File: src/rtl/hdmi_src_scheduler_pkg.sv
`default_nettype none
// ============================================================================
//  Module      : hdmi_src_scheduler_pkg
//  Description : Shared definitions for the HDMI source scheduler slice.
//                Contains the RGB width, common colour constants used by the
//                pattern generators and the bench, and the key debounce FSM
//                state encodings.
//  Revision    : 1.0  initial release
// ============================================================================
package hdmi_src_scheduler_pkg;

    localparam int RGB_W = 24;

    typedef logic [RGB_W-1:0] rgb_t;

    // RGB888 colour constants
    localparam rgb_t c_black = 24'h000000;
    localparam rgb_t c_white = 24'hFFFFFF;
    localparam rgb_t c_red   = 24'hFF0000;
    localparam rgb_t c_green = 24'h00FF00;
    localparam rgb_t c_blue  = 24'h0000FF;

    // Key debounce FSM state encodings
    localparam logic [1:0] c_db_released     = 2'd0;
    localparam logic [1:0] c_db_press_wait   = 2'd1;
    localparam logic [1:0] c_db_pressed      = 2'd2;
    localparam logic [1:0] c_db_release_wait = 2'd3;

endpackage
`default_nettype wire

File: src/rtl/hdmi_src_scheduler_key_debounce.sv
`default_nettype none
// ============================================================================
//  Module      : key_debounce
//  Description : Two-flop synchronizer for an asynchronous active-low push
//                button followed by a four-state debounce FSM. A level is
//                accepted only after DEBOUNCE_CYC consecutive identical
//                samples; an accepted press produces a one-cycle press_evt.
//  Ports       : vga_clk   in  clock
//                rst_n     in  asynchronous active-low reset
//                key_n     in  raw button, active-low, asynchronous
//                press_evt out one-cycle strobe on an accepted press
//  Revision    : 1.0  initial release
// ============================================================================
module key_debounce
    import hdmi_src_scheduler_pkg::*;
#(
    parameter int DEBOUNCE_CYC = 500000
) (
    input  logic vga_clk,
    input  logic rst_n,
    input  logic key_n,
    output logic press_evt
);

    localparam int                 c_cnt_w    = $clog2(DEBOUNCE_CYC + 1);
    localparam logic [c_cnt_w-1:0] c_cnt_last = c_cnt_w'(DEBOUNCE_CYC - 1);

    logic               r_sync1;
    logic               r_sync2;
    logic [1:0]         r_state;
    logic [c_cnt_w-1:0] r_cnt;
    logic               r_press_evt;

    // The synchronizer resets to the released level so that a reset release
    // never looks like the start of a press.
    always_ff @(posedge vga_clk or negedge rst_n) begin
        if (!rst_n) begin
            r_sync1 <= 1'b1;
            r_sync2 <= 1'b1;
        end else begin
            r_sync1 <= key_n;
            r_sync2 <= r_sync1;
        end
    end

    always_ff @(posedge vga_clk or negedge rst_n) begin
        if (!rst_n) begin
            r_state     <= c_db_released;
            r_cnt       <= '0;
            r_press_evt <= 1'b0;
        end else begin
            r_press_evt <= 1'b0;
            case (r_state)
                c_db_released: begin
                    if (!r_sync2) begin
                        r_state <= c_db_press_wait;
                        r_cnt   <= '0;
                    end
                end
                c_db_press_wait: begin
                    if (r_sync2) begin
                        r_state <= c_db_released;
                        r_cnt   <= '0;
                    end else if (r_cnt == c_cnt_last) begin
                        r_state     <= c_db_pressed;
                        r_cnt       <= '0;
                        r_press_evt <= 1'b1;
                    end else begin
                        r_cnt <= r_cnt + c_cnt_w'(1);
                    end
                end
                c_db_pressed: begin
                    if (r_sync2) begin
                        r_state <= c_db_release_wait;
                        r_cnt   <= '0;
                    end
                end
                c_db_release_wait: begin
                    if (!r_sync2) begin
                        r_state <= c_db_pressed;
                        r_cnt   <= '0;
                    end else if (r_cnt == c_cnt_last) begin
                        r_state <= c_db_released;
                        r_cnt   <= '0;
                    end else begin
                        r_cnt <= r_cnt + c_cnt_w'(1);
                    end
                end
                default: begin
                    r_state <= c_db_released;
                    r_cnt   <= '0;
                end
            endcase
        end
    end

    assign press_evt = r_press_evt;

endmodule
`default_nettype wire

File: src/rtl/hdmi_src_scheduler.sv
`default_nettype none
// ============================================================================
//  Module      : hdmi_src_scheduler
//  Description : Selects which of N_SRC pattern sources drives pix_data.
//                The selection only changes on a frame edge (active-going
//                vsync) so frames never tear. It advances on a debounced key
//                press or, with auto_en set, every FRAMES_PER_SRC frames.
//  Ports       : vga_clk      in  pixel clock (sole clock)
//                rst_n        in  asynchronous active-low reset
//                vsync        in  frame sync from the timing controller
//                key_n        in  raw push button, active-low
//                auto_en      in  timed auto-cycling enable
//                src_data     in  packed RGB888 sources, source k at [24k+:24]
//                pix_data     out selected RGB888 (1-cycle registered mux)
//                src_sel      out active source index
//                switch_pulse out 1-cycle strobe when src_sel changes
//  Revision    : 1.0  initial release
// ============================================================================
module hdmi_src_scheduler
    import hdmi_src_scheduler_pkg::*;
#(
    parameter int N_SRC          = 4,
    parameter int SEL_W          = 2,
    parameter int DEBOUNCE_CYC   = 500000,
    parameter int FRAMES_PER_SRC = 120,
    parameter int VSYNC_POL      = 1
) (
    input  logic                     vga_clk,
    input  logic                     rst_n,
    input  logic                     vsync,
    input  logic                     key_n,
    input  logic                     auto_en,
    input  logic [N_SRC*RGB_W-1:0]   src_data,
    output logic [RGB_W-1:0]         pix_data,
    output logic [SEL_W-1:0]         src_sel,
    output logic                     switch_pulse
);

    localparam int                  c_fcnt_w    = $clog2(FRAMES_PER_SRC + 1);
    localparam logic [c_fcnt_w-1:0] c_fcnt_last = c_fcnt_w'(FRAMES_PER_SRC - 1);
    localparam logic [SEL_W-1:0]    c_sel_last  = SEL_W'(N_SRC - 1);

    logic                w_press_evt;
    logic                r_vs_d1;
    logic                r_vs_d2;
    logic                w_act_d1;
    logic                w_act_d2;
    logic                w_frame_edge;
    logic [c_fcnt_w-1:0] r_fcnt;
    logic                w_auto_hit;
    logic                w_advance;
    logic                r_pending;
    logic [SEL_W-1:0]    r_src_sel;
    logic                r_switch_pulse;
    logic [RGB_W-1:0]    w_pix;
    logic [RGB_W-1:0]    r_pix_data;

    key_debounce #(
        .DEBOUNCE_CYC (DEBOUNCE_CYC)
    ) u_key_debounce (
        .vga_clk   (vga_clk),
        .rst_n     (rst_n),
        .key_n     (key_n),
        .press_evt (w_press_evt)
    );

    // vsync is registered once; the second flop only holds the previous
    // sample for edge detection, so frame_edge lands one cycle after the
    // first active vsync cycle.
    always_ff @(posedge vga_clk or negedge rst_n) begin
        if (!rst_n) begin
            r_vs_d1 <= 1'b0;
            r_vs_d2 <= 1'b0;
        end else begin
            r_vs_d1 <= vsync;
            r_vs_d2 <= r_vs_d1;
        end
    end

    assign w_act_d1     = (VSYNC_POL != 0) ? r_vs_d1 : ~r_vs_d1;
    assign w_act_d2     = (VSYNC_POL != 0) ? r_vs_d2 : ~r_vs_d2;
    assign w_frame_edge = w_act_d1 & ~w_act_d2;

    assign w_auto_hit = auto_en & (r_fcnt == c_fcnt_last);
    assign w_advance  = w_frame_edge & (r_pending | w_auto_hit);

    always_ff @(posedge vga_clk or negedge rst_n) begin
        if (!rst_n) begin
            r_fcnt         <= '0;
            r_pending      <= 1'b0;
            r_src_sel      <= '0;
            r_switch_pulse <= 1'b0;
        end else begin
            if (!auto_en || w_advance) begin
                r_fcnt <= '0;
            end else if (w_frame_edge) begin
                r_fcnt <= r_fcnt + c_fcnt_w'(1);
            end

            // A press landing on the consuming edge wins, so it is carried
            // into the next frame rather than lost.
            if (w_press_evt) begin
                r_pending <= 1'b1;
            end else if (w_advance) begin
                r_pending <= 1'b0;
            end

            if (w_advance) begin
                r_src_sel <= (r_src_sel == c_sel_last) ? '0 : r_src_sel + SEL_W'(1);
            end

            r_switch_pulse <= w_advance;
        end
    end

    always_comb begin
        w_pix = '0;
        for (int k = 0; k < N_SRC; k++) begin
            if (r_src_sel == SEL_W'(k)) begin
                w_pix = src_data[k*RGB_W +: RGB_W];
            end
        end
    end

    always_ff @(posedge vga_clk or negedge rst_n) begin
        if (!rst_n) begin
            r_pix_data <= '0;
        end else begin
            r_pix_data <= w_pix;
        end
    end

    assign pix_data     = r_pix_data;
    assign src_sel      = r_src_sel;
    assign switch_pulse = r_switch_pulse;

endmodule
`default_nettype wire

File: config.mk
export PLATFORM = sky130hd
export DESIGN_NAME = hdmi_src_scheduler
export DESIGN_NICKNAME = d
export VERILOG_FILES = /design/src/rtl/hdmi_src_scheduler_pkg.sv /design/src/rtl/hdmi_src_scheduler_key_debounce.sv /design/src/rtl/hdmi_src_scheduler.sv
export SDC_FILE = /design/constraint.sdc
export NUM_CORES = 1
export LEC_CHECK = 0
export BUFFER_PORTS_ARGS = -buffer_cell sky130_fd_sc_hd__buf_2
export CAP_MARGIN = 20
export CELL_PAD_IN_SITES_DETAIL_PLACEMENT = 0
export CELL_PAD_IN_SITES_GLOBAL_PLACEMENT = 1
export CORE_UTILIZATION = 28
export DETAILED_ROUTE_END_ITERATION = 6
export PLACE_DENSITY_LB_ADDON = 0.1
export SYNTH_ARGS = -nofsm -noshare
export SYNTH_HDL_FRONTEND = slang
export SYNTH_SLANG_ARGS = --single-unit
File: constraint.sdc
create_clock -name vga_clk -period 6.4 [get_ports vga_clk]
set_clock_uncertainty 0.15 [all_clocks]
set_input_delay 0.64 -clock vga_clk [delete_from_list [all_inputs] [get_ports vga_clk]]
set_output_delay 0.64 -clock vga_clk [all_outputs]
set_load 0.005 [all_outputs]
==> out/results.txt, run 1 <==
status: finished, final reports clean
worst hold margin: 210.7 ps
commonest register cell after synthesis: dfrtp_1
CP max FO: 20
routed len/inst: 14.21 um
GPL Wtd Cong: 0.7391
area delta synth->final: 30.57%
global route overflow: 0
Iter 0 DRT Violations: 47
Worst Tran Pin Value: 951.4 ps
die width: 108.2 um
Hold WC Path Type: register to register
Hold Startpoint: u_key_debounce.r_sync1
footprint of the multi-input gates: 1514 sq um
Syn Area/Cell: 9.016 sq um
ranking of synthesized cells by area: dfrtp_1 47%, o21ai_0 6.5%, a22oi_1 5.5%
RSZ-0062 raised after global routing: false
flip-flop and latch count after synthesis: 61
Cell Pwr Density: 240.3 nW/um^2
period utilization: 0.4198
DRT Pass-1 Iters: 4
root buffer cell: clkbuf_8
Longest Clk Path Bufs: 2
FF/Latch Area: 1529 sq um
final wirelength: 8.780 mm
Worst Reg-to-Reg Cells: 5
sequential fraction of the synthesis area: 0.4845
layout cell share with drive strength beyond 1: 0.3347
critical path depth in cells: 5
most frequent cell after synthesis: dfrtp_1
total negative slack: 0 ps
Max-cap violations: 0
Pins Over Slew Limit: 0
cell count after synthesis: 350
CTS tree: done
Post-synth EDFFs: 0
total track usage: 0.1648
Rel. slew slack: 0.3657
# hold bufs at CTS: 0
RR Startpoint: u_key_debounce.r_cnt[7]
Initial Util: 0.2898
Pleak: 2.008 nW
worst vdd ir: 0.1116 mV
port bufs: 127
DP Cell Count: 602
Crit Path Class: register to register
diode count: 0
Worst-path clk slew: 70 ps
worst path cell trace: or4b_1 > or4_4 > o21ai_2 > o21ai_1 > mux2_2
core area: 10890 sq um
final instance area: 4120 sq um
Worst Path Buf+Inv: 0
hold-critical path depth: 0
Pwr Total: 990.1 uW
DIE AREA: 11700 sq um
startpoint types: register
Vias: 2934
Async S/R FF share, synth: 1.000
Worst Path Required: 6480 ps
Die Ht: 108.2 um
Arr. time, crit path: 2770 ps
top cell type by total area after synthesis: dfrtp_1
Setup Fix Bufs, Post-CTS: 0
Worst Hold Path EP: u_key_debounce.r_sync2
Final Hold Viols: 0
slowest CP cell: o21ai_2
FILL cells: 1140
Syn Nets: 457
io pins: 128
pin count of the biggest net entering global routing: 62
count of final setup violators: 0
vias in the first global route: 3005
global-route wire length before repair: 14.53 mm
post-synthesis cell type count: 44
synthesized cell area: 3156 sq um
most instantiated cells after synthesis: 59 x dfrtp_1, 41 x o21ai_0, 40 x nand2_1
min Tclk post-route: 2687 ps
DPL Wire Length: 6.342 mm
routed vias/inst: 4.748
RR Endpoint: u_key_debounce.r_cnt[14]
TritonCTS buffer count: 9
H-Tree Depth: 3
Post-Layout Cell Count: 618
Nets: 580
drc violations: 0
Fmax: 372.2 MHz
R2R Setup Slk: 3710 ps
Sink Count: 61
dpl cell area: 3914 sq um
Resized cells post-CTS: 0
clk_lat worst skew: 340 ps
Final ANT Viol Nets: 0
Worst Setup End Kind: register
Rows: 38
initial antenna violation count: 0
Top delay family on crit path: simple AND/OR/NAND/NOR gates
max incr delay on CP: 580 ps
Yosys top cell area share: 0.4679
Ys Warns: 0
## worst max-delay path by stage
stage                                  startpoint                       end  slack, ps
after CTS                 u_key_debounce.r_cnt[7]  u_key_debounce.r_cnt[14]       3670
final                     u_key_debounce.r_cnt[7]  u_key_debounce.r_cnt[14]       3710
after detailed placement  u_key_debounce.r_cnt[7]  u_key_debounce.r_cnt[14]       3680
after floorplan           u_key_debounce.r_cnt[7]  u_key_debounce.r_cnt[14]       4180
after global placement    u_key_debounce.r_cnt[7]  u_key_debounce.r_cnt[14]       3700
after global routing      u_key_debounce.r_cnt[7]  u_key_debounce.r_cnt[13]       3550
## through the flow
stage                     worst slack (ps)  utilization
after global routing                  3548       0.3784
after detailed placement              3683       0.3595
after global placement                3698       0.3595
final                                 3713       0.3784
after floorplan                       4180            -
after CTS                             3672       0.3784
## cell families (layout without fill, tap and decap cells)
group,after synthesis,count (layout),share of synthesized area
compound gates,112,112,0.2149
xor+xnor,8,8,0.02220
fa+ha+maj,6,6,0.02379
buf+inv,27,155,0.03569
flops,61,61,0.4845
mux,4,4,0.01388
simple gates,132,132,0.2050
## flip-flops by register name (all words and copies together), names as in the netlist, named ones only
register,count
pix_data,24
u_key_debounce.r_cnt,19
r_fcnt,7
src_sel,2
r_pending,1
r_vs_d1,1
r_vs_d2,1
switch_pulse,1
u_key_debounce.press_evt,1
u_key_debounce.r_state,1
u_key_debounce.r_sync1,1
u_key_debounce.r_sync2,1
## power breakdown
group / total, mW / switching, mW / internal (mW)
combinational: 0.194 / 0.119 / 0.0753
clock: 0.372 / 0.155 / 0.218
sequential: 0.424 / 0.0155 / 0.408
## layer usage
layer,global-route usage,share of wire,vias to the layer above
met4,0.06164,0.012,0
met5,0,0,-
met3,0.06691,0.085,8
met2,0.2789,0.48,87
met1,0.1851,0.42,1340
li1,-,-,1499
## layout by cell type (no fill, tap or decap), types with 6 or more instances in the layout
cell type / Yosys / final
nand4_1: 6 / 6
a22oi_1: 23 / 23
clkbuf_8: 0 / 9
nand3_1: 9 / 9
nor3_1: 6 / 6
o21ai_0: 41 / 41
inv_1: 8 / 8
ha_1: 6 / 6
buf_2: 0 / 127
a21o_1: 8 / 8
nand2_1: 40 / 40
a21oi_1: 28 / 28
dfrtp_1: 59 / 59
nor2_1: 34 / 34
## worst reg2reg max path, delay by kind of cell, from the launching register on
family             cells  cell delay (ps)
muxes                  1              280
and+or+nand+nor        2              970
DFF                    1              440
AOI/OAI and AO/OA      2              730
## final cells by class
class	instances	share of cell area
clock buffer	11	0.03189
clock inverter	5	0.01822
multi-input combinational	262	0.3674
inverter	8	0.007288
sequential	61	0.3711
timing repair buffer	131	0.1616
tap	140	0.04251
Power figures use the tool's default switching activity.
==> inputs of run 2 (changes only) <==
clock period = 2.6 ns   (was 6.4 ns; I/O delays follow)
==> out/results.txt, run 2 (same netlist as run 1, synthesis figures left out) <==
status: finished, final reports clean
Longest Clk Path Bufs: 2 (unchanged)
die width: 108.2 um (unchanged)
period utilization: 0.9262 (+0.5064)
worst vdd ir: 0.2140 mV (+92%)
port bufs: 127 (unchanged)
Clk pwr share: 0.348 (-0.028)
Cell Pwr Density: 550.9 nW/um^2 (+130%)
count of final setup violators: 0 (unchanged)
diode count: 0 (unchanged)
drc violations: 0 (unchanged)
Rows: 38 (unchanged)
clk_lat worst skew: 330 ps (about the same)
Comb power frac: 0.225 (+0.029)
Pins Over Slew Limit: 0 (unchanged)
core area: 10890 sq um (unchanged)
most frequent cells in the layout: 127 x buf_2, 59 x dfrtp_1, 41 x o21ai_0
FF/Latch Area: 1529 sq um (unchanged)
Worst Path Buf+Inv: 1 (+1)
max reg flops: 24 (unchanged)
# hold bufs at CTS: 26 (+26)
Worst-path clk slew: 80 ps (about the same)
final wirelength: 9.094 mm (+3.6%)
Iter 0 DRT Violations: 99 (+110%)
Worst setup startpoint: u_key_debounce.r_cnt[11]
switching portion of total power: 0.3077 (+0.01572)
DIE AREA: 11700 sq um (unchanged)
RR Startpoint: u_key_debounce.r_cnt[11]
Max-cap violations: 0 (unchanged)
max incr delay on CP: 510 ps (-70 ps)
Vias: 3089 (+5.3%)
most common cell after layout, fill and taps aside: buf_2
Nets: 613 (+5.7%)
root buffer cell: clkbuf_8
switching power total: 752.5 uW (+160%)
DPL Wire Length: 6.702 mm (+5.7%)
vias in the first global route: 3066 (+2.0%)
GPL Wtd Cong: 0.7626 (+3.2%)
FILL cells: 1126 (-1.2%)
TritonCTS buffer count: 9 (unchanged)
Setup Fix Bufs, Post-CTS: 0 (unchanged)
Pleak: 2.145 nW (+6.8%)
CTS tree: done
Resized cells post-CTS: 0 (unchanged)
Die Ht: 108.2 um (unchanged)
Seq pwr share: 0.426 (-0.002)
Final ANT Viol Nets: 0 (unchanged)
RR Endpoint: u_key_debounce.r_cnt[7]
total track usage: 0.1698 (+0.004985)
area delta synth->final: 40.68%
global route overflow: 0 (unchanged)
DRT Pass-1 Iters: 4 (unchanged)
io pins: 128 (unchanged)
Arr. time, crit path: 2480 ps (-290 ps)
min Tclk post-route: 2408 ps (-278.5 ps)
critical path depth in cells: 6 (+1)
Hold WC Path Type: primary input to register
H-Tree Depth: 3 (unchanged)
Worst Path Required: 2670 ps (-3810 ps)
Rel. slew slack: 0.5264 (+0.1606)
Worst Reg-to-Reg Cells: 6 (+1)
Final Hold Viols: 0 (unchanged)
total negative slack: 0 ps (unchanged)
pin count of the biggest net entering global routing: 49 (-21%)
footprint of the multi-input gates: 1514 sq um (unchanged)
Fmax: 415.3 MHz (+12%)
Worst Tran Pin Value: 707.8 ps (-243.6 ps)
Top delay family on crit path: simple AND/OR/NAND/NOR gates
routed len/inst: 13.97 um (-1.7%)
layout cell share with drive strength beyond 1: 0.3307 (-0.004004)
Critical Path End: u_key_debounce.r_cnt[7]
DP Worst Slack: 206.9 ps (-3476 ps)
Sink Count: 61 (unchanged)
Int Power: 1.693 mW (+140%)
RSZ-0062 raised after global routing: false
Final WS setup: 191.9 ps (-3522 ps)
slowest CP cell: or4b_1
routed vias/inst: 4.745 (about the same)
R2R Setup Slk: 190 ps (-3520 ps)
Worst Setup End Kind: register
global-route wire length before repair: 15.11 mm (+4.0%)
Initial Util: 0.2898 (unchanged)
worst path cell trace: or4b_1 > or4_4 > o21ai_2 > buf_12 > o21ai_0 > a21o_2
CP max FO: 15 (-25%)
initial antenna violation count: 0 (unchanged)
startpoint types: register
Hold Startpoint: src_data[95]
Crit Path Class: register to register
[run 2: cell count changes in the layout (fill, tap and decap cells not counted), sizes merged]
cell	delta
dlygate4sd3	+26
buf	+7
bufinv	-1
clkbuf	-2
clkinv	+1
clkinvlp	+2
[run 2: layout make-up]
cell class                      count  share of cell area
Sequential cell                    61              0.3444
Multi-Input combinational cell    262              0.3410
Timing Repair Buffer              164              0.2232
Tap cell                          140             0.03946
Clock buffer                        9             0.02790
Clock inverter                      7             0.01719
Inverter                            8            0.006764
[run 2: metrics by stage]
| step | hold slack, ps | area, sq um | power [mW] | instances | utilization |
|---|---|---|---|---|---|
| after floorplan | -185.6 | 3156 | 1.360 | 350 | - |
| after global placement | 120.3 | 3979 | 1.584 | 609 | 0.3654 |
| after detailed placement | 120.7 | 3979 | 1.589 | 609 | 0.3654 |
| after CTS | 0.9970 | 4439 | 2.501 | 651 | 0.4077 |
| after global routing | 24.35 | 4439 | 2.615 | 651 | 0.4077 |
| final | 16.40 | 4439 | 2.446 | 651 | 0.4077 |
[run 2: layer usage]
metal  up-vias  share of wire  track usage
li1       1567              -            -
met1      1418           0.45       0.1996
met2        98           0.47       0.2857
met3         6          0.069      0.06932
met4         0         0.0096      0.04305
met5         -              0            0
[run 2: worst min path at each step]
stage                         endpoint  slack [ps]  cells after the start
after floorplan              async pin        -190                      0
after global placement       r_fcnt[0]         120                      1
after detailed placement     r_fcnt[0]         120                      1
after CTS                 pix_data[23]           1                      3
after global routing      pix_data[23]          20                      3
final                     pix_data[23]          20                      3
[run 2: worst register-to-register path: cells and delay by family (launching register included)]
| family | cells | cell delay (ps) |
|---|---|---|
| AOI/OAI and AO/OA | 3 | 590 |
| DFF | 1 | 420 |
| buffers and inverters | 1 | 180 |
| and+or+nand+nor | 2 | 960 |
[run 2: power by group through the flow]
stage	logic (mW)	registers, mW	clock network (mW)
2_1_floorplan	0.304	1.06	0
3_3_place_gp	0.524	1.06	0
3_5_place_dp	0.527	1.06	0
4_1_cts	0.563	1.04	0.896
5_1_grt	0.633	1.05	0.932
6_report	0.551	1.04	0.852
